--- src/rtl/muldiv_unit.sv ---
// muldiv_unit: iterative 32-cycle MULT/MULTU/DIV/DIVU unit feeding the HI/LO pair.
// Magnitudes are iterated unsigned; sign correction happens in a single FIX cycle.
module muldiv_unit #(
    parameter int WIDTH = 32,
    parameter int ITER  = 32
) (
    input  logic               clk,
    input  logic               rst_n,
    input  logic               start,
    input  logic [1:0]         op,
    input  logic [WIDTH-1:0]   srcA,
    input  logic [WIDTH-1:0]   srcB,
    input  logic               flush,
    output logic               busy,
    output logic               multWe,
    output logic [2*WIDTH-1:0] busmult,
    output logic               divZero
);
    localparam int CW = $clog2(ITER);

    typedef enum logic [1:0] {IDLE, CALC, FIX, DONE} state_t;

    state_t             r_state, w_next;
    logic [CW-1:0]      r_cnt;
    logic               r_div, r_sign_a, r_sign_b, r_dz;
    logic [WIDTH-1:0]   r_opnd, r_raw_a;
    logic [2*WIDTH-1:0] r_acc, r_busmult;

    logic               w_signed, w_neg_a, w_neg_b;
    logic [WIDTH-1:0]   w_abs_a, w_abs_b, w_quot, w_rem;
    logic [WIDTH:0]     w_sum, w_rem_sh;
    logic [WIDTH+1:0]   w_diff;
    logic [2*WIDTH-1:0] w_mul_nxt, w_div_nxt, w_prod, w_fix;

    assign w_signed = ~op[0];
    assign w_neg_a  = w_signed & srcA[WIDTH-1];
    assign w_neg_b  = w_signed & srcB[WIDTH-1];
    assign w_abs_a  = w_neg_a ? -srcA : srcA;
    assign w_abs_b  = w_neg_b ? -srcB : srcB;

    // Shift-add: the carry out of the upper-half add becomes the new MSB.
    assign w_sum     = {1'b0, r_acc[2*WIDTH-1:WIDTH]} + {1'b0, r_opnd};
    assign w_mul_nxt = r_acc[0] ? {w_sum, r_acc[WIDTH-1:1]} : {1'b0, r_acc[2*WIDTH-1:1]};

    // Restoring divide: the shifted remainder needs one extra bit before the trial subtract.
    assign w_rem_sh  = r_acc[2*WIDTH-1:WIDTH-1];
    assign w_diff    = {1'b0, w_rem_sh} - {2'b00, r_opnd};
    assign w_div_nxt = w_diff[WIDTH+1] ? {r_acc[2*WIDTH-2:0], 1'b0}
                                       : {w_diff[WIDTH-1:0], r_acc[WIDTH-2:0], 1'b1};

    assign w_prod = (r_sign_a ^ r_sign_b) ? -r_acc : r_acc;
    assign w_quot = (r_sign_a ^ r_sign_b) ? -r_acc[WIDTH-1:0] : r_acc[WIDTH-1:0];
    assign w_rem  = r_sign_a ? -r_acc[2*WIDTH-1:WIDTH] : r_acc[2*WIDTH-1:WIDTH];
    assign w_fix  = !r_div ? w_prod : r_dz ? {r_raw_a, {WIDTH{1'b1}}} : {w_rem, w_quot};

    always_ff @(posedge clk or negedge rst_n) begin
        if (!rst_n) r_state <= IDLE;
        else        r_state <= w_next;
    end

    always_comb begin
        w_next = r_state;
        unique case (r_state)
            IDLE:    w_next = start ? CALC : IDLE;
            CALC:    w_next = (r_cnt == CW'(ITER - 1)) ? FIX : CALC;
            FIX:     w_next = DONE;
            default: w_next = IDLE;
        endcase
        if (flush) w_next = IDLE;
    end

    always_ff @(posedge clk or negedge rst_n) begin
        if (!rst_n) begin
            r_cnt     <= '0;
            r_div     <= 1'b0;
            r_sign_a  <= 1'b0;
            r_sign_b  <= 1'b0;
            r_dz      <= 1'b0;
            r_opnd    <= '0;
            r_raw_a   <= '0;
            r_acc     <= '0;
            r_busmult <= '0;
        end else begin
            if (r_state == IDLE && w_next == CALC) begin
                r_cnt    <= '0;
                r_div    <= op[1];
                r_sign_a <= w_neg_a;
                r_sign_b <= w_neg_b;
                r_dz     <= op[1] && srcB == '0;
                r_raw_a  <= srcA;
                r_opnd   <= op[1] ? w_abs_b : w_abs_a;
                r_acc    <= {{WIDTH{1'b0}}, op[1] ? w_abs_a : w_abs_b};
            end
            if (r_state == CALC) begin
                r_acc <= r_div ? w_div_nxt : w_mul_nxt;
                r_cnt <= r_cnt + CW'(1);
            end
            if (r_state == FIX && w_next == DONE) r_busmult <= w_fix;
        end
    end

    assign busy    = r_state != IDLE;
    assign multWe  = r_state == DONE;
    assign divZero = multWe & r_dz;
    assign busmult = r_busmult;
endmodule
--- config.mk ---
export PLATFORM = sky130hd
export DESIGN_NAME = muldiv_unit
export DESIGN_NICKNAME = d
export VERILOG_FILES = /design/src/rtl/muldiv_unit.sv
export SDC_FILE = /design/constraint.sdc
export NUM_CORES = 1
export LEC_CHECK = 0
export BUFFER_PORTS_ARGS = -buffer_cell sky130_fd_sc_hd__buf_2
export CAP_MARGIN = 20
export CORE_MARGIN = 2
export CORE_UTILIZATION = 54
export DETAILED_ROUTE_END_ITERATION = 8
export GPL_TIMING_DRIVEN = 0
export PLACE_DENSITY = 0.76
export SLEW_MARGIN = 20
export SYNTH_ARGS = -nofsm -noshare
export SYNTH_HDL_FRONTEND = slang
export SYNTH_SLANG_ARGS = --single-unit
--- constraint.sdc ---
create_clock -name clk -period 3.6 [get_ports clk]
set_clock_uncertainty 0.15 [all_clocks]
set_input_delay 0.54 -clock clk [delete_from_list [all_inputs] [get_ports clk]]
set_output_delay 0.54 -clock clk [all_outputs]
set_load 0.05 [all_outputs]
==> results of run 1 <==
## layout make-up
cell class	instances	area, sq um	share of cell area
clock buffer	31	688.2	0.03576
antenna	1	2.502	0.0001300
tap	396	495.5	0.02575
clock inverter	12	152.6	0.007932
multi-input combinational	1762	11040	0.5738
sequential	203	5085	0.2642
inverter	67	256.5	0.01333
buffer	158	620.6	0.03225
timing repair buffer	156	902.1	0.04688
## Yosys cell counts, drive strengths merged, types with 7 or more instances
library cell / count / area, sq um
a31oi: 32 / 200.2
nand2: 327 / 1227
o21a: 17 / 127.6
a21o: 24 / 180.2
or4: 12 / 101.3
inv: 65 / 244.0
nor3: 36 / 195.2
clkbuf: 138 / 518.0
or3: 16 / 100.1
mux2: 8 / 90.09
nor4: 21 / 152.6
and2: 13 / 81.33
o221ai: 9 / 78.83
or2: 8 / 50.05
nor2b: 18 / 112.6
xnor2: 96 / 840.8
nor2: 193 / 724.4
buf: 23 / 95.09
nand2b: 19 / 118.9
a22oi: 15 / 112.6
mux2i: 55 / 550.5
ha: 70 / 875.8
xor2: 92 / 805.8
o211ai: 41 / 307.8
dfrtp: 203 / 5080
o41ai: 12 / 105.1
nand3: 45 / 225.2
o21ai: 204 / 1021
nand4: 18 / 127.6
o31ai: 30 / 225.2
and3: 7 / 43.79
a211oi: 52 / 390.4
a21oi: 193 / 965.9
## routing by layer
layer / share of wire / global-route usage
met1: 0.38 / 0.5666
met2: 0.43 / 0.6747
met3: 0.11 / 0.09681
met4: 0.082 / 0.2871
met5: 0.00018 / 0
## stage by stage
| step | setup TNS, ns | setup slack, ns | util | area [sq um] |
|---|---|---|---|---|
| floorplan | 0 | 0.1960 | - | 16800 |
| global placement | -358.60 | -1.741 | 0.5876 | 17970 |
| detailed placement | -9.322 | -0.6216 | 0.5897 | 18040 |
| CTS | -0.006765 | -0.006765 | 0.6208 | 18990 |
| global route | -0.006374 | -0.005174 | 0.6291 | 19240 |
| finish | 0 | 0.05668 | 0.6291 | 19240 |
## registers in the layout (all words and copies together) (netlist names)
register	cells
busmult	64
r_acc	64
r_cnt	5
r_div	1
r_dz	1
r_opnd	32
r_raw_a	32
r_sign_a	1
r_sign_b	1
r_state	2
## worst register-to-register path, stage by stage (launching register included)
cell and delay [ns]:
dfrtp_1 0.38, buf_8 0.14, clkinvlp_4 0.14, fa_2 0.39, nand2b_4 0.17, a21oi_4 0.19, o21ai_2 0.11, o31a_1 0.35
o41a_1 0.50, buf_6 0.17, o221ai_1 0.26, xnor2_1 0.12, a211oi_1 0.26, nor3_1 0.09
## kinds of logic after synthesis
| group | Yosys count | share of synthesized area |
|---|---|---|
| flops | 203 | 0.3023 |
| mux | 63 | 0.03813 |
| simple gates | 749 | 0.2020 |
| compound gates | 690 | 0.2536 |
| xor+xnor | 188 | 0.09800 |
| buf+inv | 228 | 0.05146 |
| fa+ha+maj | 72 | 0.05451 |
## worst paths after layout
kind	slack (ns)	endpoint	startpoint	cells past startpoint
max	0.06	r_acc[61]$_DFFE_PN0P_	r_acc[33]$_DFFE_PN0P_	13
min	0.11	r_raw_a[6]$_DFFE_PN0P_	srcA[6]	3
max reg2reg	0.06	r_acc[61]$_DFFE_PN0P_	r_acc[33]$_DFFE_PN0P_	13
min reg2reg	0.31	busmult[45]$_DFFE_PN0P_	busmult[45]$_DFFE_PN0P_	2
max in group asynchronous	1.77	r_opnd[12]$_DFFE_PN0P_	rst_n	4
min in group asynchronous	0.29	r_raw_a[22]$_DFFE_PN0P_	rst_n	2
## what timing repair did
item,4_1_cts,5_1_grt
setup buffers,5,13
pin swaps,3,12
hold buffers,1,0
cloned,0,0
setup endpoints to repair,45,45
endpoints found under the hold margin,29,0
gates resized for setup,24,34
## power by group through the flow
stage | combinational, uW | clock [uW] | sequential (uW)
2_1_floorplan | 6120 | 0 | 3620
3_3_place_gp | 8860 | 0 | 3490
3_5_place_dp | 8970 | 0 | 3510
4_1_cts | 9170 | 2670 | 3470
5_1_grt | 10400 | 2760 | 3570
6_report | 9710 | 2670 | 3540
==> impl_metrics.csv, run 1 <==
group,metric,value,unit
cts,path_clk_slew,0.07,ns
global_route,grt-ovfl-total,0,
sta,drv_slew,0,
placed_design,place_inst,2726,
worst_setup_path,crit_chain,"buf_8 > clkinvlp_4 > fa_2 > nand2b_4 > a21oi_4 > o21ai_2 > o31a_1 > o41a_1 > buf_6 > o221ai_1 > xnor2_1 > a211oi_1 > nor3_1",
pwr,power.share.clock,0.168,
worst_setup_path,cp_data_arrival_time,3.82,ns
sta,finalCriticalPeriod,3.543,ns
logic_synthesis,synth_area,0.01680,sq mm
pwr,finalPower,15920,uW
cts,cts_made_buffers,25,
worst_setup_path,crit_type,"reg -> reg",
global_route,grt_pass1_vias,17660,
pwr,p_leak,0.008220,uW
logic_synthesis,ys_types,77,
worst_setup_path,worstPathRequired,3.88,ns
sta,whs,0.1071,ns
sta,period_share,0.9843,
cts,cts-root-buf,"clkbuf_16",
die,placementRows,64,
logic_synthesis,syn_inst,2193,
cells_and_area,syn_to_final_growth,14.54,%
global_route,track_usage,0.4421,
worst_setup_path,critPathBufInv,3,
die,die-width,180.4,um
cts,tritoncts,"done",
flow_run,maxCapViolations,0,
logic_synthesis,syn-mean-instance-area,7.662,sq um
die,ioPinCount,137,
placed_design,gp_congestion,1.042,
global_route,grt_max_degree,93,
detailed_routing,vias,18620,
logic_synthesis,ys_seq_area_frac,0.3023,
cells_and_area,final_common_cell,"nand2_1",
worst_setup_path,slowest_stage,"o41a_1",
detailed_routing,dr.pass1.iters,6,
logic_synthesis,syn_nets,2335,
sta,tightest_slew,1.183,ns
detailed_routing,drt_drc_violations_left,0,
pwr,p_seq_frac,0.223,
sta,finalHoldViolations,0,
worst_setup_path,max_stage_delay,0.50,ns
die,die_area,0.03254,sq mm
logic_synthesis,async_reset_ff_frac,1.000,
sta,fmax,282.2,MHz
pwr,switching_share,0.5087,
cts,htreeDepth,1,
cells_and_area,stdcell_count,2786,
global_route,grt_pass1_wl,109.7,mm
pwr,vdd_ir_drop_max,0.3942,mV
detailed_routing,drt_wl_total,73.66,mm
outcome,run_status,"finished, final reports clean",
die,coreArea,0.03059,sq mm
cells_and_area,nFillCells,2831,
placed_design,numPortBuffers,135,
cells_and_area,nets,2515,
detailed_routing,detail-route-antenna-nets,0,
cts,clk_latency,0.57,ns
global_route,antenna_found_initial,2,
pwr,p_comb_frac,0.610,
pwr,p_per_area,827.3,mW/mm^2
cts,cts.sinks,203,
detailed_routing,viasPerCell,6.684,
cells_and_area,mostFrequentLayoutCells,"327 x nand2_1, 199 x dfrtp_1, 195 x o21ai_0",
detailed_routing,drt_iter0_drc,1881,
worst_hold_path,min_path_type,"in -> reg",
pwr,netSwitchingPower,8100,uW
logic_synthesis,synth-edff-count,0,
logic_synthesis,yosysWarningCount,0,
logic_synthesis,ys_ff_latch,203,
worst_setup_path,cp-start-kind,"register",
logic_synthesis,ys.flop_type,"dfrtp_1",
worst_setup_path,path_delay_family,"compound AO/OA/AOI/OAI gates",
sta,setup_violations,0,
pwr,intPower,7822,uW
cells_and_area,drive_gt1_frac,0.1130,
die,die_h,180.4,um
sta,maxSlewHeadroom,0.2111,
placed_design,hpwl,56.90,mm
die,floorplan.initialDensity,0.5493,
cts,cts_buffer_depth,3,
detailed_routing,routedWlPerCell,26.44,um
worst_setup_path,path_max_fanout,6,
worst_setup_path,endpoint_kind,"register",
Power figures use the tool's default switching activity.
==> run 2, diff against run 1 <==
Settings changed: SETUP_SLACK_MARGIN set to 0.3.
==> run 2 against run 1 <==
Compared with the run above: largest power group unchanged; register-to-register slack improved by 0.04 ns; sequential power fell by 1%; combinational power rose by 8%; cell area rose by 3.3%; power rose by 6.5%; critical endpoint unchanged; global-route usage rose by 0.72 points.
==> impl_metrics.csv, run 2 (same netlist as run 1, synthesis figures left out) <==
group,metric,value,unit
sta,worst_slack,0.09501,ns
pwr,power.share.clock,0.175,
global_route,grt_max_degree,91,
die,floorplan.initialDensity,0.5493,
cells_and_area,stdcell_count,2811,
cells_and_area,nets,2538,
sta,drv_slew,0,
pwr,vdd_ir_drop_max,0.4964,mV
detailed_routing,drt_wl_total,75.16,mm
detailed_routing,viasPerCell,6.775,
die,die_area,0.03254,sq mm
die,die_h,180.4,um
worst_setup_path,crit_type,"reg -> reg",
sta,finalHoldViolations,0,
worst_setup_path,cp-start-kind,"register",
cts,cts_buffer_depth,3,
cts,cts.sinks,203,
sta,tns,0,ns
sta,tightest_slew,1.258,ns
worst_setup_path,cp_data_arrival_time,3.81,ns
outcome,run_status,"finished, final reports clean",
pwr,p_leak,0.008480,uW
die,coreArea,0.03059,sq mm
placed_design,place_inst,2726,
detailed_routing,detail-route-antenna-nets,0,
pwr,p_comb_frac,0.620,
placed_design,numPortBuffers,135,
sta,maxSlewHeadroom,0.1585,
detailed_routing,drt_iter0_drc,2613,
cells_and_area,regArea,0.005091,sq mm
cts,htreeDepth,1,
die,placementRows,64,
sta,fmax,285.3,MHz
detailed_routing,drt_drc_violations_left,0,
cells_and_area,final_common_cell,"nand2_1",
die,die-width,180.4,um
cts,tritoncts,"done",
cts,cts-root-buf,"clkbuf_16",
cts,clk_latency,0.56,ns
sta,period_share,0.9736,
global_route,track_usage,0.4493,
sta,finalCriticalPeriod,3.505,ns
pwr,netSwitchingPower,8548,uW
cells_and_area,mostFrequentLayoutCells,"327 x nand2_1, 194 x dfrtp_1, 189 x nor2_1",
die,ioPinCount,137,
cts,cts_made_buffers,25,
detailed_routing,vias,19050,
worst_setup_path,path_max_fanout,4,
sta,rsz0062_at_grt,"true",
worst_setup_path,endpoint_kind,"register",
pwr,finalPower,16960,uW
cells_and_area,diodes,0,
sta,setup_violations,0,
detailed_routing,routedWlPerCell,26.74,um
pwr,intPower,8408,uW
pwr,p_per_area,852.5,mW/mm^2
worst_setup_path,worstPathRequired,3.91,ns
cells_and_area,nFillCells,2789,
pwr,switching_share,0.5041,
global_route,grt-ovfl-total,0,
global_route,grt_pass1_vias,17960,
worst_hold_path,min_path_type,"in -> reg",
global_route,grt_pass1_wl,111.8,mm
detailed_routing,dr.pass1.iters,7,
cts,path_clk_slew,0.07,ns
placed_design,pre_cts_slack,-0.7013,ns
pwr,p_seq_frac,0.206,
placed_design,hpwl,56.61,mm
placed_design,gp_congestion,1.065,
global_route,antenna_found_initial,0,
cells_and_area,drive_gt1_frac,0.1503,
cells_and_area,multi_input_area,0.01137,sq mm
flow_run,maxCapViolations,0,
cells_and_area,syn_to_final_growth,18.37,%
run 2: cell count changes in the layout (fill, tap and decap cells not counted), sizes merged:
cell      delta
buf         +23
bufinv       +3
clkbuf       +2
clkinv       -3
clkinvlp     +2
diode        -1
inv          -1
run 2: per-layer routing:
metal | up-vias | share of wire | track usage | wire [um]
li1 | 8216 | - | - | -
met1 | 9118 | 0.39 | 0.5927 | 28990
met2 | 1364 | 0.42 | 0.6747 | 31710
met3 | 347 | 0.11 | 0.09741 | 8488
met4 | 0 | 0.080 | 0.2739 | 5979
met5 | - | 0 | 0 | 0
run 2: what timing repair did:
action	in CTS	in global routing
buffers inserted	18	20
hold buffers	1	0
pin swaps	26	24
endpoints found under the hold margin	29	0
gates cloned	0	0
gates resized for setup	77	97
endpoints found under the setup margin	61	64
run 2: path summary, 6_finish.rpt:
kind	to	slack, ns	cells after the start	startpoint
max	r_acc[61]$_DFFE_PN0P_	0.1	14	r_acc[33]$_DFFE_PN0P_
min	r_state[1]$_DFF_PN0_	0.11	2	flush
max reg2reg	r_acc[61]$_DFFE_PN0P_	0.1	14	r_acc[33]$_DFFE_PN0P_
min reg2reg	busmult[45]$_DFFE_PN0P_	0.32	2	busmult[45]$_DFFE_PN0P_
max in group asynchronous	r_opnd[0]$_DFFE_PN0P_	1.77	4	rst_n
min in group asynchronous	r_raw_a[24]$_DFFE_PN0P_	0.30	2	rst_n
run 2: power by group through the flow:
stage               logic [uW]  clock network [uW]  registers [uW]
floorplan                 6120                   0            3620
global placement          8930                   0            3460
detailed placement        9050                   0            3480
CTS                       9650                2940            3430
global route             11200                3030            3520
finish                   10500                2960            3490
run 2: final cells by class:
type | count | area share
sequential | 203 | 0.2560
buffer | 161 | 0.03422
clock buffer | 33 | 0.03649
timing repair buffer | 176 | 0.05209
multi-input combinational | 1762 | 0.5718
tap | 396 | 0.02491
clock inverter | 13 | 0.01126
inverter | 67 | 0.01327
run 2: critical path, stage by stage (launching register included):
cell	delay (ns)
dfrtp_1	0.40
buf_8	0.14
clkinvlp_4	0.15
fa_2	0.38
nand2b_4	0.17
a21oi_4	0.18
o21ai_2	0.09
o31a_1	0.36
o41a_1	0.44
buf_4	0.19
buf_4	0.13
o221ai_4	0.17
xnor2_2	0.17
a211oi_2	0.10
nor3_1	0.20
run 2: per-stage QoR:
stage	instance area, sq um	util	hold WS [ns]
after floorplan	16810	-	0.09441
after global placement	17980	0.5878	0.2992
after detailed placement	18040	0.5899	0.2623
after CTS	19440	0.6354	0.09416
after global routing	19890	0.6502	0.1216
final	19890	0.6502	0.1112
